--- src/rtl/mem_arb_pkg.sv ---
// Shared definitions for the memory arbiter.
//   state_e  : FSM states of mem_arb (IDLE, ADDR, RESP)
//   owner_e  : which requester owns the current transaction (OWN_IFU, OWN_LSU)
//   rr_pick  : round-robin choice between the two requesters
//   rr_reset : last-grant value that makes the preferred requester win first
package mem_arb_pkg;

  typedef enum logic [1:0] {
    ST_IDLE = 2'd0,
    ST_ADDR = 2'd1,
    ST_RESP = 2'd2
  } state_e;

  typedef enum logic {
    OWN_IFU = 1'b0,
    OWN_LSU = 1'b1
  } owner_e;

  // A lone requester wins; with both requesting, the one not granted last wins.
  // With no request the result is don't-care (callers gate it with the request).
  function automatic owner_e rr_pick(logic ifu_req, logic lsu_req, owner_e last);
    if (ifu_req && lsu_req) return (last == OWN_IFU) ? OWN_LSU : OWN_IFU;
    if (lsu_req)            return OWN_LSU;
    return OWN_IFU;
  endfunction

  // Pretend the other requester was granted last so the preferred one goes first.
  function automatic owner_e rr_reset(bit pri_lsu);
    return pri_lsu ? OWN_IFU : OWN_LSU;
  endfunction

endpackage

--- src/rtl/mem_arb_if.sv ---
// Bundle of every handshake channel around the arbiter.
//   ifu_* : instruction-fetch request (read only) and response
//   lsu_* : load/store request and response (a write gets one response as ack)
//   bus_* : shared memory request and response channel
// Modports:
//   master : the arbiter's view (it masters the shared bus, serves IFU/LSU)
//   slave  : the environment's view (cores and memory)
interface mem_arb_if #(
  parameter int XLEN = 32
);

  logic              ifu_valid;
  logic              ifu_ready;
  logic [XLEN-1:0]   ifu_addr;
  logic              ifu_rvalid;
  logic [XLEN-1:0]   ifu_rdata;

  logic              lsu_valid;
  logic              lsu_ready;
  logic [XLEN-1:0]   lsu_addr;
  logic              lsu_write;
  logic [XLEN-1:0]   lsu_wdata;
  logic [XLEN/8-1:0] lsu_wstrb;
  logic              lsu_rvalid;
  logic [XLEN-1:0]   lsu_rdata;

  logic              bus_valid;
  logic              bus_ready;
  logic [XLEN-1:0]   bus_addr;
  logic              bus_write;
  logic [XLEN-1:0]   bus_wdata;
  logic [XLEN/8-1:0] bus_wstrb;
  logic              bus_rvalid;
  logic [XLEN-1:0]   bus_rdata;

  modport master (
    input  ifu_valid, ifu_addr,
    output ifu_ready, ifu_rvalid, ifu_rdata,
    input  lsu_valid, lsu_addr, lsu_write, lsu_wdata, lsu_wstrb,
    output lsu_ready, lsu_rvalid, lsu_rdata,
    output bus_valid, bus_addr, bus_write, bus_wdata, bus_wstrb,
    input  bus_ready, bus_rvalid, bus_rdata
  );

  modport slave (
    output ifu_valid, ifu_addr,
    input  ifu_ready, ifu_rvalid, ifu_rdata,
    output lsu_valid, lsu_addr, lsu_write, lsu_wdata, lsu_wstrb,
    input  lsu_ready, lsu_rvalid, lsu_rdata,
    input  bus_valid, bus_addr, bus_write, bus_wdata, bus_wstrb,
    output bus_ready, bus_rvalid, bus_rdata
  );

endinterface

--- src/rtl/mem_arb_rr_arb2.sv ---
// Two-input round-robin arbiter holding the last-grant flop.
//   clk, rst          : clock, asynchronous active-high reset
//   ifu_req, lsu_req  : request lines (raw valids)
//   advance           : a grant was accepted this cycle; remember the winner
//   ifu_gnt, lsu_gnt  : one-hot grant, only for a requester that is asking
//   winner            : encoded winner
module rr_arb2
  import mem_arb_pkg::*;
#(
  parameter bit PRI_LSU = 1'b1
) (
  input  logic   clk,
  input  logic   rst,
  input  logic   ifu_req,
  input  logic   lsu_req,
  input  logic   advance,
  output logic   ifu_gnt,
  output logic   lsu_gnt,
  output owner_e winner
);

  owner_e last_q;

  // NOTE: every output of an always_comb gets a default first so no path
  // leaves it unassigned, which would infer a latch.
  always_comb begin
    winner  = rr_pick(ifu_req, lsu_req, last_q);
    ifu_gnt = 1'b0;
    lsu_gnt = 1'b0;
    if (winner == OWN_LSU) lsu_gnt = lsu_req;
    else                   ifu_gnt = ifu_req;
  end

  // NOTE: sequential state is written with <= so every flop samples the
  // pre-edge values regardless of statement order.
  always_ff @(posedge clk or posedge rst) begin
    if (rst)          last_q <= rr_reset(PRI_LSU);
    else if (advance) last_q <= winner;
  end

endmodule

--- src/rtl/mem_arb.sv ---
// Arbitrates an instruction-fetch port and a load/store port onto one
// memory bus, one transaction outstanding at a time.
//   clk, rst     : clock, asynchronous active-high reset
//   io           : mem_arb_if.master (IFU, LSU and bus channels)
//   err_spurious : sticky, set when bus_rvalid arrives with nothing outstanding
// Flow: IDLE (grant + latch) -> ADDR (bus_valid until bus_ready)
//       -> RESP (wait bus_rvalid, pass it through to the owner) -> IDLE.
module mem_arb
  import mem_arb_pkg::*;
#(
  parameter int XLEN    = 32,
  parameter bit PRI_LSU = 1'b1
) (
  input  logic      clk,
  input  logic      rst,
  mem_arb_if.master io,
  output logic      err_spurious
);

  localparam int SW = XLEN / 8;

  state_e          state;
  owner_e          owner_q;
  logic [XLEN-1:0] addr_q;
  logic [XLEN-1:0] wdata_q;
  logic            write_q;
  logic [SW-1:0]   wstrb_q;
  logic            bus_valid_q;

  logic            ifu_gnt;
  logic            lsu_gnt;
  owner_e          winner;
  logic            in_idle;
  logic            accept;
  logic            resp_hit;

  // Grants are only offered in IDLE and never while reset is held, even
  // though reset already parks the FSM in IDLE.
  assign in_idle = (state == ST_IDLE) && !rst;
  assign accept  = in_idle && (ifu_gnt || lsu_gnt);

  rr_arb2 #(
    .PRI_LSU (PRI_LSU)
  ) u_rr_arb2 (
    .clk     (clk),
    .rst     (rst),
    .ifu_req (io.ifu_valid),
    .lsu_req (io.lsu_valid),
    .advance (accept),
    .ifu_gnt (ifu_gnt),
    .lsu_gnt (lsu_gnt),
    .winner  (winner)
  );

  assign io.ifu_ready = in_idle && ifu_gnt;
  assign io.lsu_ready = in_idle && lsu_gnt;

  assign io.bus_valid = bus_valid_q;
  assign io.bus_addr  = addr_q;
  assign io.bus_write = write_q;
  assign io.bus_wdata = wdata_q;
  assign io.bus_wstrb = wstrb_q;

  // Response is a same-cycle pass-through, routed only to the owner and only
  // while a transaction is actually waiting for it.
  assign resp_hit      = (state == ST_RESP) && io.bus_rvalid;
  assign io.ifu_rvalid = resp_hit && (owner_q == OWN_IFU);
  assign io.lsu_rvalid = resp_hit && (owner_q == OWN_LSU);
  assign io.ifu_rdata  = io.bus_rdata;
  assign io.lsu_rdata  = io.bus_rdata;

  always_ff @(posedge clk or posedge rst) begin
    if (rst) begin
      state        <= ST_IDLE;
      owner_q      <= OWN_IFU;
      bus_valid_q  <= 1'b0;
      err_spurious <= 1'b0;
      // NOTE: the latched request fields are plain registers, not a memory
      // array, so clearing them on reset is cheap and keeps the idle bus
      // at a known all-zero value.
      addr_q       <= '0;
      write_q      <= 1'b0;
      wdata_q      <= '0;
      wstrb_q      <= '0;
    end else begin
      if (io.bus_rvalid && (state != ST_RESP)) err_spurious <= 1'b1;

      unique case (state)
        ST_IDLE: begin
          if (accept) begin
            owner_q     <= winner;
            bus_valid_q <= 1'b1;
            state       <= ST_ADDR;
            if (winner == OWN_LSU) begin
              addr_q  <= io.lsu_addr;
              write_q <= io.lsu_write;
              wdata_q <= io.lsu_wdata;
              wstrb_q <= io.lsu_wstrb;
            end else begin
              addr_q  <= io.ifu_addr;
              write_q <= 1'b0;
              wdata_q <= '0;
              wstrb_q <= '0;
            end
          end
        end
        ST_ADDR: begin
          if (io.bus_ready) begin
            bus_valid_q <= 1'b0;
            state       <= ST_RESP;
          end
        end
        ST_RESP: begin
          if (io.bus_rvalid) state <= ST_IDLE;
        end
        default: begin
          bus_valid_q <= 1'b0;
          state       <= ST_IDLE;
        end
      endcase
    end
  end

endmodule

--- src/flat_wrapper.sv ---
// flat-port wrapper written by rule: the top's interface ports become plain ports
module mem_arb_flat import mem_arb_pkg::*;
#(
  parameter int XLEN    = 32,
  parameter bit PRI_LSU = 1'b1
)
  (clk, rst, err_spurious, io_ifu_valid, io_ifu_addr, io_ifu_ready, io_ifu_rvalid, io_ifu_rdata, io_lsu_valid, io_lsu_addr, io_lsu_write, io_lsu_wdata, io_lsu_wstrb, io_lsu_ready, io_lsu_rvalid, io_lsu_rdata, io_bus_valid, io_bus_addr, io_bus_write, io_bus_wdata, io_bus_wstrb, io_bus_ready, io_bus_rvalid, io_bus_rdata);
  mem_arb_if #(.XLEN(XLEN)) io_i ();
  input  logic clk;
  input  logic rst;
  output logic err_spurious;
  input wire logic [$bits(io_i.ifu_valid)-1:0] io_ifu_valid;
  input wire logic [$bits(io_i.ifu_addr)-1:0] io_ifu_addr;
  output wire logic [$bits(io_i.ifu_ready)-1:0] io_ifu_ready;
  output wire logic [$bits(io_i.ifu_rvalid)-1:0] io_ifu_rvalid;
  output wire logic [$bits(io_i.ifu_rdata)-1:0] io_ifu_rdata;
  input wire logic [$bits(io_i.lsu_valid)-1:0] io_lsu_valid;
  input wire logic [$bits(io_i.lsu_addr)-1:0] io_lsu_addr;
  input wire logic [$bits(io_i.lsu_write)-1:0] io_lsu_write;
  input wire logic [$bits(io_i.lsu_wdata)-1:0] io_lsu_wdata;
  input wire logic [$bits(io_i.lsu_wstrb)-1:0] io_lsu_wstrb;
  output wire logic [$bits(io_i.lsu_ready)-1:0] io_lsu_ready;
  output wire logic [$bits(io_i.lsu_rvalid)-1:0] io_lsu_rvalid;
  output wire logic [$bits(io_i.lsu_rdata)-1:0] io_lsu_rdata;
  output wire logic [$bits(io_i.bus_valid)-1:0] io_bus_valid;
  output wire logic [$bits(io_i.bus_addr)-1:0] io_bus_addr;
  output wire logic [$bits(io_i.bus_write)-1:0] io_bus_write;
  output wire logic [$bits(io_i.bus_wdata)-1:0] io_bus_wdata;
  output wire logic [$bits(io_i.bus_wstrb)-1:0] io_bus_wstrb;
  input wire logic [$bits(io_i.bus_ready)-1:0] io_bus_ready;
  input wire logic [$bits(io_i.bus_rvalid)-1:0] io_bus_rvalid;
  input wire logic [$bits(io_i.bus_rdata)-1:0] io_bus_rdata;
  assign io_i.ifu_valid = io_ifu_valid;
  assign io_i.ifu_addr = io_ifu_addr;
  assign io_ifu_ready = io_i.ifu_ready;
  assign io_ifu_rvalid = io_i.ifu_rvalid;
  assign io_ifu_rdata = io_i.ifu_rdata;
  assign io_i.lsu_valid = io_lsu_valid;
  assign io_i.lsu_addr = io_lsu_addr;
  assign io_i.lsu_write = io_lsu_write;
  assign io_i.lsu_wdata = io_lsu_wdata;
  assign io_i.lsu_wstrb = io_lsu_wstrb;
  assign io_lsu_ready = io_i.lsu_ready;
  assign io_lsu_rvalid = io_i.lsu_rvalid;
  assign io_lsu_rdata = io_i.lsu_rdata;
  assign io_bus_valid = io_i.bus_valid;
  assign io_bus_addr = io_i.bus_addr;
  assign io_bus_write = io_i.bus_write;
  assign io_bus_wdata = io_i.bus_wdata;
  assign io_bus_wstrb = io_i.bus_wstrb;
  assign io_i.bus_ready = io_bus_ready;
  assign io_i.bus_rvalid = io_bus_rvalid;
  assign io_i.bus_rdata = io_bus_rdata;
  mem_arb #(.XLEN(XLEN), .PRI_LSU(PRI_LSU)) u_core (.clk(clk), .rst(rst), .io(io_i), .err_spurious(err_spurious));
endmodule
--- config.mk ---
export PLATFORM = sky130hd
export DESIGN_NAME = mem_arb_flat
export DESIGN_NICKNAME = d
export VERILOG_FILES = /design/src/rtl/mem_arb_pkg.sv /design/src/rtl/mem_arb_if.sv /design/src/rtl/mem_arb_rr_arb2.sv /design/src/rtl/mem_arb.sv /design/src/flat_wrapper.sv
export SDC_FILE = /design/constraint.sdc
export NUM_CORES = 1
export LEC_CHECK = 0
export ABC_CLOCK_PERIOD_IN_PS = 7700
export BUFFER_PORTS_ARGS = -buffer_cell sky130_fd_sc_hd__clkbuf_2
export CORE_AREA = 2 2 109 111
export CTS_BUF_LIST = sky130_fd_sc_hd__clkbuf_8 sky130_fd_sc_hd__clkbuf_16
export DETAILED_ROUTE_END_ITERATION = 8
export DIE_AREA = 0 0 111 113
export PLACE_DENSITY = 0.74
export SLEW_MARGIN = 20
export SYNTH_ARGS = -nofsm -noshare
export SYNTH_HDL_FRONTEND = slang
export SYNTH_SLANG_ARGS = --single-unit
export TNS_END_PERCENT = 30
--- constraint.sdc ---
create_clock -name clk -period 7.7 [get_ports clk]
set_clock_uncertainty 0.05 [all_clocks]
set_input_delay 1.54 -clock clk [delete_from_list [all_inputs] [get_ports clk]]
set_output_delay 1.54 -clock clk [all_outputs]
set_load 0.01 [all_outputs]
Word level (Yosys, flattened, before mapping)
Index checks and enable logic that the tools add are counted.
{"block": "totals", "regBits": 75, "in_bits": 139, "out_inout_bits": 139, "elab_cells": 53}
{"block": "op_classes", "eq_ne": 6, "mux": 21, "bitwise_logic": 2, "reduce_logical": 15}
{"cell": "32-bit two-way mux", "count": 2}
{"cell": "1-bit two-way mux", "count": 13}
{"cell": "1-bit logical AND", "count": 9}
{"cell": "2-bit two-way mux", "count": 3}
{"cell": "2-bit != test (second input constant)", "count": 3}
{"cell": "2-bit one-hot mux with 3 select lines", "count": 1}
{"cell": "3-bit AND reduction", "count": 2}
{"cell": "4-bit two-way mux", "count": 1}
{"cell": "1-bit one-hot mux with 3 select lines", "count": 1}
{"cell": "2-bit by 1-bit == test with 1-bit output (second input constant)", "count": 1}
{"cell": "2-bit == test (second input constant)", "count": 1}
{"cell": "2-bit zero test", "count": 1}
{"cell": "2-bit by 1-bit != test with 1-bit output (second input constant)", "count": 1}
{"cell": "1-bit inverter", "count": 2}
{"cell": "2-bit AND reduction", "count": 1}
{"cell": "1-bit zero test", "count": 1}
{"cell": "1-bit logical OR", "count": 1}

Depth between registers and ports, before layout
Gate-level depths: netlist of the first run.
{"block": "logic_depth", "word_depth": 10, "mapped_depth": 5, "depth_no_buf": 3}

Modules after synthesis
Synthesis of the first run repeated with hierarchy kept, for this count alone.
{"block": "hier_totals", "cells_unflattened": 352, "area_unflattened_um2": 4170.2}
{"module": "mem_arb", "instances": 1, "cells_per_inst": 345, "area_each_um2": 4096.4}
{"module": "rr_arb2", "instances": 1, "cells_per_inst": 7, "area_each_um2": 73.8}

Worst setup path before layout of the first run
No wires, ideal clock.
{"block": "synth_timing", "path_type": "input to output", "from": "input io_lsu_valid", "to": "output io_lsu_ready", "arrival_ns": 2.313, "setup_slack_ns": 3.797, "stages": 4, "path_cell_list": "a21bo_1 > clkbuf_1 > nor4_2 > buf_2"}
{"block": "synth_between", "elab_chain_cells": 6, "elab_cells_between_ends": 9, "classes_between": "mux: 7; reduce/logical: 2"}
{"element": "start: declaration", "line_no": "flat_wrapper.sv:17", "rtl": "input wire logic [$bits(io_i.lsu_valid)-1:0] io_lsu_valid;"}
{"element": "1-bit two-way mux (2 in series)", "line_no": "mem_arb_pkg.sv:23", "rtl": "if (lsu_req) return OWN_LSU;"}
{"element": "1-bit two-way mux", "line_no": "mem_arb_pkg.sv:24", "rtl": "return OWN_IFU;"}
{"element": "1-bit two-way mux", "line_no": "mem_arb_pkg.sv:23"}
{"element": "1-bit two-way mux (*)", "line_no": "mem_arb_rr_arb2.sv:30", "rtl": "if (winner == OWN_LSU) lsu_gnt = lsu_req;"}
{"element": "1-bit logical AND (*)", "line_no": "mem_arb.sv:56", "rtl": "assign io.lsu_ready = in_idle && lsu_gnt;"}
{"element": "end: declaration", "line_no": "flat_wrapper.sv:22", "rtl": "output wire logic [$bits(io_i.lsu_ready)-1:0] io_lsu_ready;"}
Every way passes the cells marked *; elsewhere a longest branch is shown, timed or not. The select of a mux whose other input is x is not followed.

Worst setup path after layout of the first run
{"block": "layout_timing", "from": "input io_ifu_valid", "to": "output io_ifu_ready"}
{"block": "layout_between", "elab_chain_cells": 5}
{"element": "start: declaration", "line_no": "flat_wrapper.sv:12", "rtl": "input wire logic [$bits(io_i.ifu_valid)-1:0] io_ifu_valid;"}
{"element": "1-bit logical AND", "line_no": "mem_arb_pkg.sv:22", "rtl": "if (ifu_req && lsu_req) return (last == OWN_IFU) ? OWN_LSU : OWN_IFU;"}
{"element": "1-bit two-way mux", "line_no": "mem_arb_pkg.sv:22"}
{"element": "1-bit two-way mux", "line_no": "mem_arb_pkg.sv:23"}
{"element": "1-bit two-way mux (*)", "line_no": "mem_arb_rr_arb2.sv:30"}
{"element": "1-bit logical AND (*)", "line_no": "mem_arb.sv:55", "rtl": "assign io.ifu_ready = in_idle && ifu_gnt;"}
{"element": "end: declaration", "line_no": "flat_wrapper.sv:14", "rtl": "output wire logic [$bits(io_i.ifu_ready)-1:0] io_ifu_ready;"}
Every way passes the cells marked *; elsewhere a longest branch is shown, timed or not.

==> impl_metrics.ini, run 1 <==
[logic_synthesis]
synth_top_family_by_area = compound AO/OA/AOI/OAI gates
ys_warn_count = 0
ys.flop_type = dfrtp_1
ys_ff_latch = 75
synthAdderAreaFrac_pct = 0
yosysUniqueCellTypes = 22
synth_edf_count = 0
synth.cell_area_um2 = 3500
ys_seq_area_share_pct = 53.6
synth_most_common_cell = dfrtp_1
synth_compound_area_share_pct = 26.9
synth_xor_area_share_pct = 0
yosys.area.top_type = dfrtp_1
syn_avg_cell_area_um2 = 12.2
synthMuxAreaShare_pct = 0
async_flop_share_pct = 100
netlist_top_cells_count = dfrtp_1 (75), buf_4 (64), a22o_1 (37)
syn_inst = 288
synth_area_leaders = dfrtp_1 (54%), buf_4 (14%), a22o_1 (9.3%), a2bb2oi_1 (8.0%), o32ai_1 (8.0%)
synth-simple-area-share_pct = 2.65
synth_top_area_share_pct = 53.6
synth_fp_nets = 427

[place]
gp_congestion = 0.787
place_area_um2 = 4060
dp_hpwl_um = 8150
io_buffers = 181

[route]
wl_met2_um = 5370
wl_met1_um = 4060
routed_wl_um = 10900
vias = 2772
drt_iter0_drc = 130
dr.pass1.iters = 4
routed.top_layer = met4
routedWlPerCell_um = 19.9
drcViolationCount = 0
wl_met3_um = 1220
post_drt_via_cell_ratio = 5.09
ant_nets = 0

[global_route]
overflow = 0
grt_pass1_wl_um = 16500
grt_pass1_vias = 2921
antenna_found_initial = 1
grt_max_degree = 49
grtUsageTotal_pct = 17.1

[floorplanning]
die-height_um = 113
dieWidth_um = 111
ioPinCount = 278
start_util_pct = 31.0
rows = 39
die_area_um2 = 12500
coreArea_um2 = 11300

[clock_tree]
numCtsBuffers = 9
path_clk_slew_ns = 0.06
htreeDepth = 3
post_cts_buffers = 0
cts_tree = yes
clkSinkCount = 75
cts_hold_repair.buffers = 0
insertion_delay_ns = 0.33
root_buffer = clkbuf_16
cts_buffer_depth = 2
cts_resized = 0

[timing]
maxSlewViolCount = 0
hold_violations = 0
post-route-period-util_pct = 61.5
tns_ns = 0
period_needed_ns = 4.73
max_freq_mhz = 211
maxSlewHeadroom_pct = 34.1
rsz0062_at_grt = false
worst_pin_slew_ns = 0.983
hold_ws_ns = 0.413
setup_violations = 0

[setup_path]
critPathKind = input pin to primary output
crit_path_start_kind = input pin
arrival_ns = 3.14
cp_max_fo = 33
cp.required_ns = 6.11
critPathCaptureType = primary output

[power_and_ir_drop]
ir_drop_v = 0.000197
power_density_nw_per_um2 = 408
leakage_uw = 0.00218

[finish]
syn_to_final_growth_pct = 25.4
final_area_um2 = 4390
drive_gt1_share_pct = 51.9
finish.utilization_pct = 38.9
num-nets-final = 536

[run_status]
outcome = complete, no violations

[flow_run]
max-cap-violations = 0

[min_path]
hold_path_class = flop to flop
-- where the power goes --
| group | switching [uW] | leakage [uW] | total, uW | internal (uW) |
|---|---|---|---|---|
| registers | 123 | 0.000896 | 699 | 576 |
| clock network | 165 | 0.000159 | 458 | 293 |
| logic | 320 | 0.00113 | 632 | 313 |
| total | 608 | 0.00218 | 1790 | 1180 |
-- critical path, stage by stage --
cell      delay, ns
clkbuf_2       0.12
clkinv_1       0.76
nor3b_1        0.51
clkbuf_2       0.19
-- layout by cell type, fill, tap and decap left out, drive strengths merged, types with 2 or more instances in the layout --
cell type / instances
nor3b: 2
nand2: 4
a2bb2oi: 32
clkbuf: 191
a22o: 37
buf: 6
a21o: 3
o32ai: 32
bufinv: 2
dfrtp: 75
o21ai: 3
inv: 2
clkinv: 3
-- cell families after synthesis --
group           after synthesis
simple gates                 13
buf+inv                      91
compound gates              109
flops                        75
-- area by class of cell --
type / count / area, um^2
Fill cell: 1062 / 6880
Sequential cell: 75 / 1880
Multi-Input combinational cell: 122 / 1050
Timing Repair Buffer: 187 / 951
Clock buffer: 10 / 239
Tap cell: 143 / 179
Clock inverter: 5 / 86.3
Inverter: 2 / 7.51
Antenna cell: 1 / 2.50
-- worst paths after layout --
| kind | start | slack (ns) | to | cells past startpoint |
|---|---|---|---|---|
| setup / recovery | io_ifu_valid | 2.97 | io_ifu_ready | 4 |
| hold / removal | u_core.err_spurious | 0.41 | u_core.err_spurious | 1 |
| setup reg to reg | u_core.state[0] | 5.61 | u_core.io.bus_wdata[16] | 5 |
| hold reg to reg | u_core.err_spurious | 0.41 | u_core.err_spurious | 1 |
| max in group asynchronous | rst | 5.26 | u_core.io.bus_wdata[14] | 3 |
| min in group asynchronous | rst | 1.32 | u_core.owner_q | 2 |
-- sequential cells by signal, indices dropped and copies added (netlist names) --
signal and cells:
u_core.io.bus_wstrb 4, u_core.owner_q 1, u_core.u_rr_arb2.last_q 1, u_core.io.bus_wdata 32, u_core.err_spurious 1, u_core.io.bus_addr 32, u_core.io.bus_write 1, u_core.state 2
u_core.io.bus_valid 1
-- through the flow --
step / instances / power (uW) / setup WS (ns)
after floorplan: 288 / 1080 / 3.80
after global placement: 529 / 1320 / 3.29
after detailed placement: 529 / 1340 / 3.24
after CTS: 544 / 1810 / 3.24
after global routing: 544 / 1900 / 2.83
final: 545 / 1790 / 2.97
-- per-layer routing --
metal  GRT usage, %  vias up
li1               -     1257
met1           19.3     1301
met2           29.0      194
met3           7.45       20
met4           6.08        0
met5          0.392        -
Note: power is estimated with default switching activity, not from simulation.
==> run 2: changes to the inputs <==
ABC_CLOCK_PERIOD_IN_PS = 3900   (was 7700)
CORE_AREA = 2 2 108 110   (was 2 2 109 111)
DIE_AREA = 0 0 110 112   (was 0 0 111 113)
PLACE_DENSITY = 0.78   (was 0.74)
clock period = 3.9 ns   (was 7.7 ns; I/O delays follow)
==> run 2 against run 1 <==
  * Register-to-register slack got worse by 3.6 ns
  * Hold slack worse by 0.0045 ns
  * Worst setup slack worse by 1.7 ns
  * Highest routed layer unchanged
  * Combinational power rose by 96%
  * Total power grew 92%
  * Via count rose by 1.6%
  * Final cell count rose by 0.37%
==> impl_metrics.ini, run 2 (synthesis gave the netlist of run 1 again) <==
[power_and_ir_drop]
switching_share_pct = 33.5
leakage_uw = 0.00220
seqPwrFrac_pct = 39.9
ir_drop_v = 0.000294
switchingPower_uw = 1150
power_density_nw_per_um2 = 784
pwr-share-clk_pct = 24.1
p_int_uw = 2280
p_comb_share_pct = 36.0

[timing]
maxSlewHeadroom_pct = 46.6
max_freq_mhz = 380
hold_ws_ns = 0.409
period_needed_ns = 2.63
rsz0062_at_grt = false
setup_violations = 0
tns_ns = 0
worst_pin_slew_ns = 0.801
setup_slack_ns = 1.27
maxSlewViolCount = 0
hold_violations = 0
post-route-period-util_pct = 67.4

[finish]
syn_to_final_growth_pct = 25.2
fillers = 1090
mostFrequentLayoutCell = clkbuf_2
num-nets-final = 538
diodes = 0
drive_gt1_share_pct = 51.7
final_cell_mix = clkbuf_2 (181), dfrtp_1 (75), a22o_1 (37), o32ai_1 (32), a2bb2oi_1 (32)

[flow_run]
max-cap-violations = 0

[clock_tree]
cts_tree = yes
insertion_delay_ns = 0.32
post_cts_buffers = 0
clkSinkCount = 75
cts_hold_repair.buffers = 0
cts_buffer_depth = 2
path_clk_slew_ns = 0.06
root_buffer = clkbuf_16
numCtsBuffers = 9
htreeDepth = 3
cts_resized = 0

[global_route]
antenna_found_initial = 0
overflow = 0
grt_pass1_wl_um = 14900
grt_pass1_vias = 2796
grt_max_degree = 48
grtUsageTotal_pct = 16.0

[floorplanning]
die-height_um = 112
dieWidth_um = 110
rows = 39
start_util_pct = 31.3
ioPinCount = 278
die_area_um2 = 12300
coreArea_um2 = 11200

[route]
vias = 2815
drt_iter0_drc = 127
post_drt_via_cell_ratio = 5.15
dr.pass1.iters = 5
routedWlPerCell_um = 18.5
drcViolationCount = 0
routed_wl_um = 10100
ant_nets = 0

[run_status]
outcome = complete, no violations

[min_path]
hold_path_class = flop to flop

[place]
dp_hpwl_um = 7860
pre_cts_slack_ns = 1.25
gp_congestion = 0.736
io_buffers = 181

[setup_path]
crit_path_start_kind = input pin
arrival_ns = 1.80
critPathKind = input pin to primary output
critPathCaptureType = primary output
cp.required_ns = 3.07
cp_max_fo = 35
## run 2: power by group through the flow
stage | logic (uW) | clock network [uW] | registers, uW
global route | 1350 | 891 | 1410
detailed placement | 1260 | 0 | 1360
CTS | 1250 | 855 | 1370
floorplan | 631 | 0 | 1500
global placement | 1220 | 0 | 1370
finish | 1240 | 828 | 1370
## run 2: routing by layer
metal	vias to the layer above	routed length, um	GRT usage [%]
met4	0	135	5.23
met1	1334	3500	17.8
met5	-	0	0
met3	10	1200	6.97
li1	1266	-	-
met2	205	5270	27.2
## run 2: final timing paths
path	start	to	slack [ns]	depth (start not counted)
hold / removal	u_core.err_spurious	u_core.err_spurious	0.41	1
min in group asynchronous	rst	u_core.io.bus_wdata[25]	0.59	2
hold reg to reg	u_core.err_spurious	u_core.err_spurious	0.41	1
max in group asynchronous	rst	u_core.io.bus_wdata[4]	2.37	3
setup reg to reg	u_core.state[0]	u_core.io.bus_addr[26]	1.98	5
setup / recovery	rst	io_ifu_ready	1.27	5
## run 2: layout make-up
| cell class | instances | area [um^2] | share of cell area, % |
|---|---|---|---|
| well taps | 143 | 179 | 4.08 |
| repair buffers | 189 | 966 | 22.0 |
| flip-flops and latches | 75 | 1880 | 42.8 |
| clock inverters | 5 | 52.6 | 1.20 |
| multi-input cells | 122 | 1050 | 23.9 |
| inverters | 2 | 8.76 | 0.200 |
| clock buffers | 11 | 253 | 5.77 |
## run 2: critical path: stages
cell and delay, ns:
clkbuf_2 0.14, nor3_4 0.11, buf_4 0.36, nor3b_1 0.25, clkbuf_2 0.16
## run 2: metrics by stage
step,total power [uW],instance area (um^2),instances,utilization (%)
after floorplan,2140,3500,288,-
after global placement,2590,4080,531,36.5
after detailed placement,2630,4080,531,36.5
after CTS,3480,4380,547,39.2
after global routing,3650,4380,547,39.2
final,3430,4380,547,39.2
==> run 3: changes to the inputs <==
ABC_CLOCK_PERIOD_IN_PS = 2550   (was 3900)
CORE_AREA = 2 2 109 111   (was 2 2 108 110)
DIE_AREA = 0 0 111 113   (was 0 0 110 112)
PLACE_DENSITY = 0.74   (was 0.78)
clock period = 2.55 ns   (was 3.9 ns; I/O delays follow)
==> run 3 against run 2 <==
  * Global-route usage grew 1.2 points
  * First-iteration DRC count grew 20%
  * Clock-buffer cell count is the same
  * Via count shrank 0.57%
  * Critical path type is now flop to primary output
  * Highest routed layer unchanged
==> impl_metrics.ini, run 3 (synthesis gave the netlist of run 1 again) <==
[run_status]
outcome = complete, no violations

[finish]
fillers = 1097
num-nets-final = 540
mostFrequentLayoutCell = clkbuf_2
diodes = 0
multi_input_area_um2 = 1050
drive_gt1_share_pct = 51.7
final_cells = 549
syn_to_final_growth_pct = 25.2
regArea_um2 = 1880
final_cell_mix = clkbuf_2 (181), dfrtp_1 (75), a22o_1 (37), o32ai_1 (32), a2bb2oi_1 (32)

[floorplanning]
coreArea_um2 = 11300
start_util_pct = 31.0
dieWidth_um = 111
die_area_um2 = 12500
rows = 39
ioPinCount = 278
die-height_um = 113

[route]
drt_iter0_drc = 153
routed_wl_um = 10900
routedWlPerCell_um = 19.8
dr.pass1.iters = 5
vias = 2799
drcViolationCount = 0
post_drt_via_cell_ratio = 5.10
ant_nets = 0

[timing]
hold_violations = 0
post-route-period-util_pct = 86.4
maxSlewHeadroom_pct = 46.8
tns_ns = 0
setup_violations = 0
period_needed_ns = 2.20
max_freq_mhz = 454
rsz0062_at_grt = false
worst_pin_slew_ns = 0.795
maxSlewViolCount = 0

[global_route]
overflow = 0
antenna_found_initial = 0
grtUsageTotal_pct = 17.2
grt_pass1_wl_um = 16600
grt_pass1_vias = 3048
grt_max_degree = 51

[power_and_ir_drop]
leakage_uw = 0.00219
power_density_nw_per_um2 = 1190
ir_drop_v = 0.000583

[clock_tree]
numCtsBuffers = 9
cts_hold_repair.buffers = 0
path_clk_slew_ns = 0.06
root_buffer = clkbuf_16
htreeDepth = 3
cts_tree = yes
post_cts_buffers = 0
clkSinkCount = 75
insertion_delay_ns = 0.33
cts_resized = 0
cts_buffer_depth = 2

[setup_path]
crit_path_start_kind = flop
cp_max_fo = 7
critPathKind = flop to primary output
cp.required_ns = 1.99
critPathCaptureType = primary output
arrival_ns = 1.64

[place]
io_buffers = 181
gp_congestion = 0.774
dp_hpwl_um = 8240
place_inst = 533

[min_path]
hold_path_class = input pin to async pin

[flow_run]
max-cap-violations = 0
-- run 3: changes by cell type in the layout (fill, tap and decap cells not counted) --
cell	before	now
inv_1	2	3
o21ai_4	0	1
inv_2	0	1
buf_4	8	10
o21ai_2	1	0
clkinv_4	1	0
clkinvlp_4	0	1
bufinv_16	1	0
inv_6	0	1
clkinv_2	3	1
-- run 3: area by class of cell --
cell class / instances / share of cell area [%]
clock inverters: 5 / 0.657
repair buffers: 191 / 22.4
well taps: 143 / 4.08
flip-flops and latches: 75 / 42.8
multi-input cells: 122 / 24.1
clock buffers: 11 / 5.77
inverters: 2 / 0.171
-- run 3: worst paths after layout --
| check | slack, ns | from | cells after the start | to |
|---|---|---|---|---|
| worst max-delay path | 0.35 | u_core.state[0] | 3 | io_ifu_ready |
| worst min-delay path | 0.26 | rst | 3 | u_core.io.bus_wdata[24] |
| worst max register to register | 0.78 | u_core.state[0] | 4 | u_core.io.bus_wdata[24] |
| worst min register to register | 0.41 | u_core.err_spurious | 1 | u_core.err_spurious |
| max in group asynchronous | 1.65 | rst | 3 | u_core.io.bus_addr[27] |
| min in group clk | 0.33 | io_lsu_wstrb[1] | 2 | u_core.io.bus_wstrb[1] |
-- run 3: metrics by stage --
step / worst slack, ns / util, % / area [um^2] / total power, uW / hold slack, ns
5_1_grt: 0.260 / 38.9 / 4380 / 5530 / 0.282
2_1_floorplan: 0.0800 / - / 3500 / 3270 / 0.416
6_report: 0.348 / 38.9 / 4380 / 5220 / 0.257
3_5_place_dp: 0.357 / 36.3 / 4090 / 4050 / 0.401
3_3_place_gp: 0.426 / 36.3 / 4090 / 4000 / 0.392
4_1_cts: 0.340 / 38.8 / 4370 / 5270 / 0.252
-- run 3: metal layers --
metal,share of wire [%],up-vias,global-route usage [%]
li1,-,1263,-
met1,38,1317,18.8
met5,0,-,0.392
met3,11,27,6.37
met4,3.2,0,9.00
met2,48,192,29.3
-- run 3: critical path: stages, from the launching register on --
cell,delay (ns)
dfrtp_1,0.49
nor3_4,0.35
nor3b_1,0.28
clkbuf_2,0.20
-- run 3: where the power goes --
part / leakage (uW) / switching (uW) / internal (uW)
clock network: 0.000145 / 477 / 706
logic: 0.00115 / 974 / 957
registers: 0.000896 / 361 / 1740
total: 0.00219 / 1810 / 3400
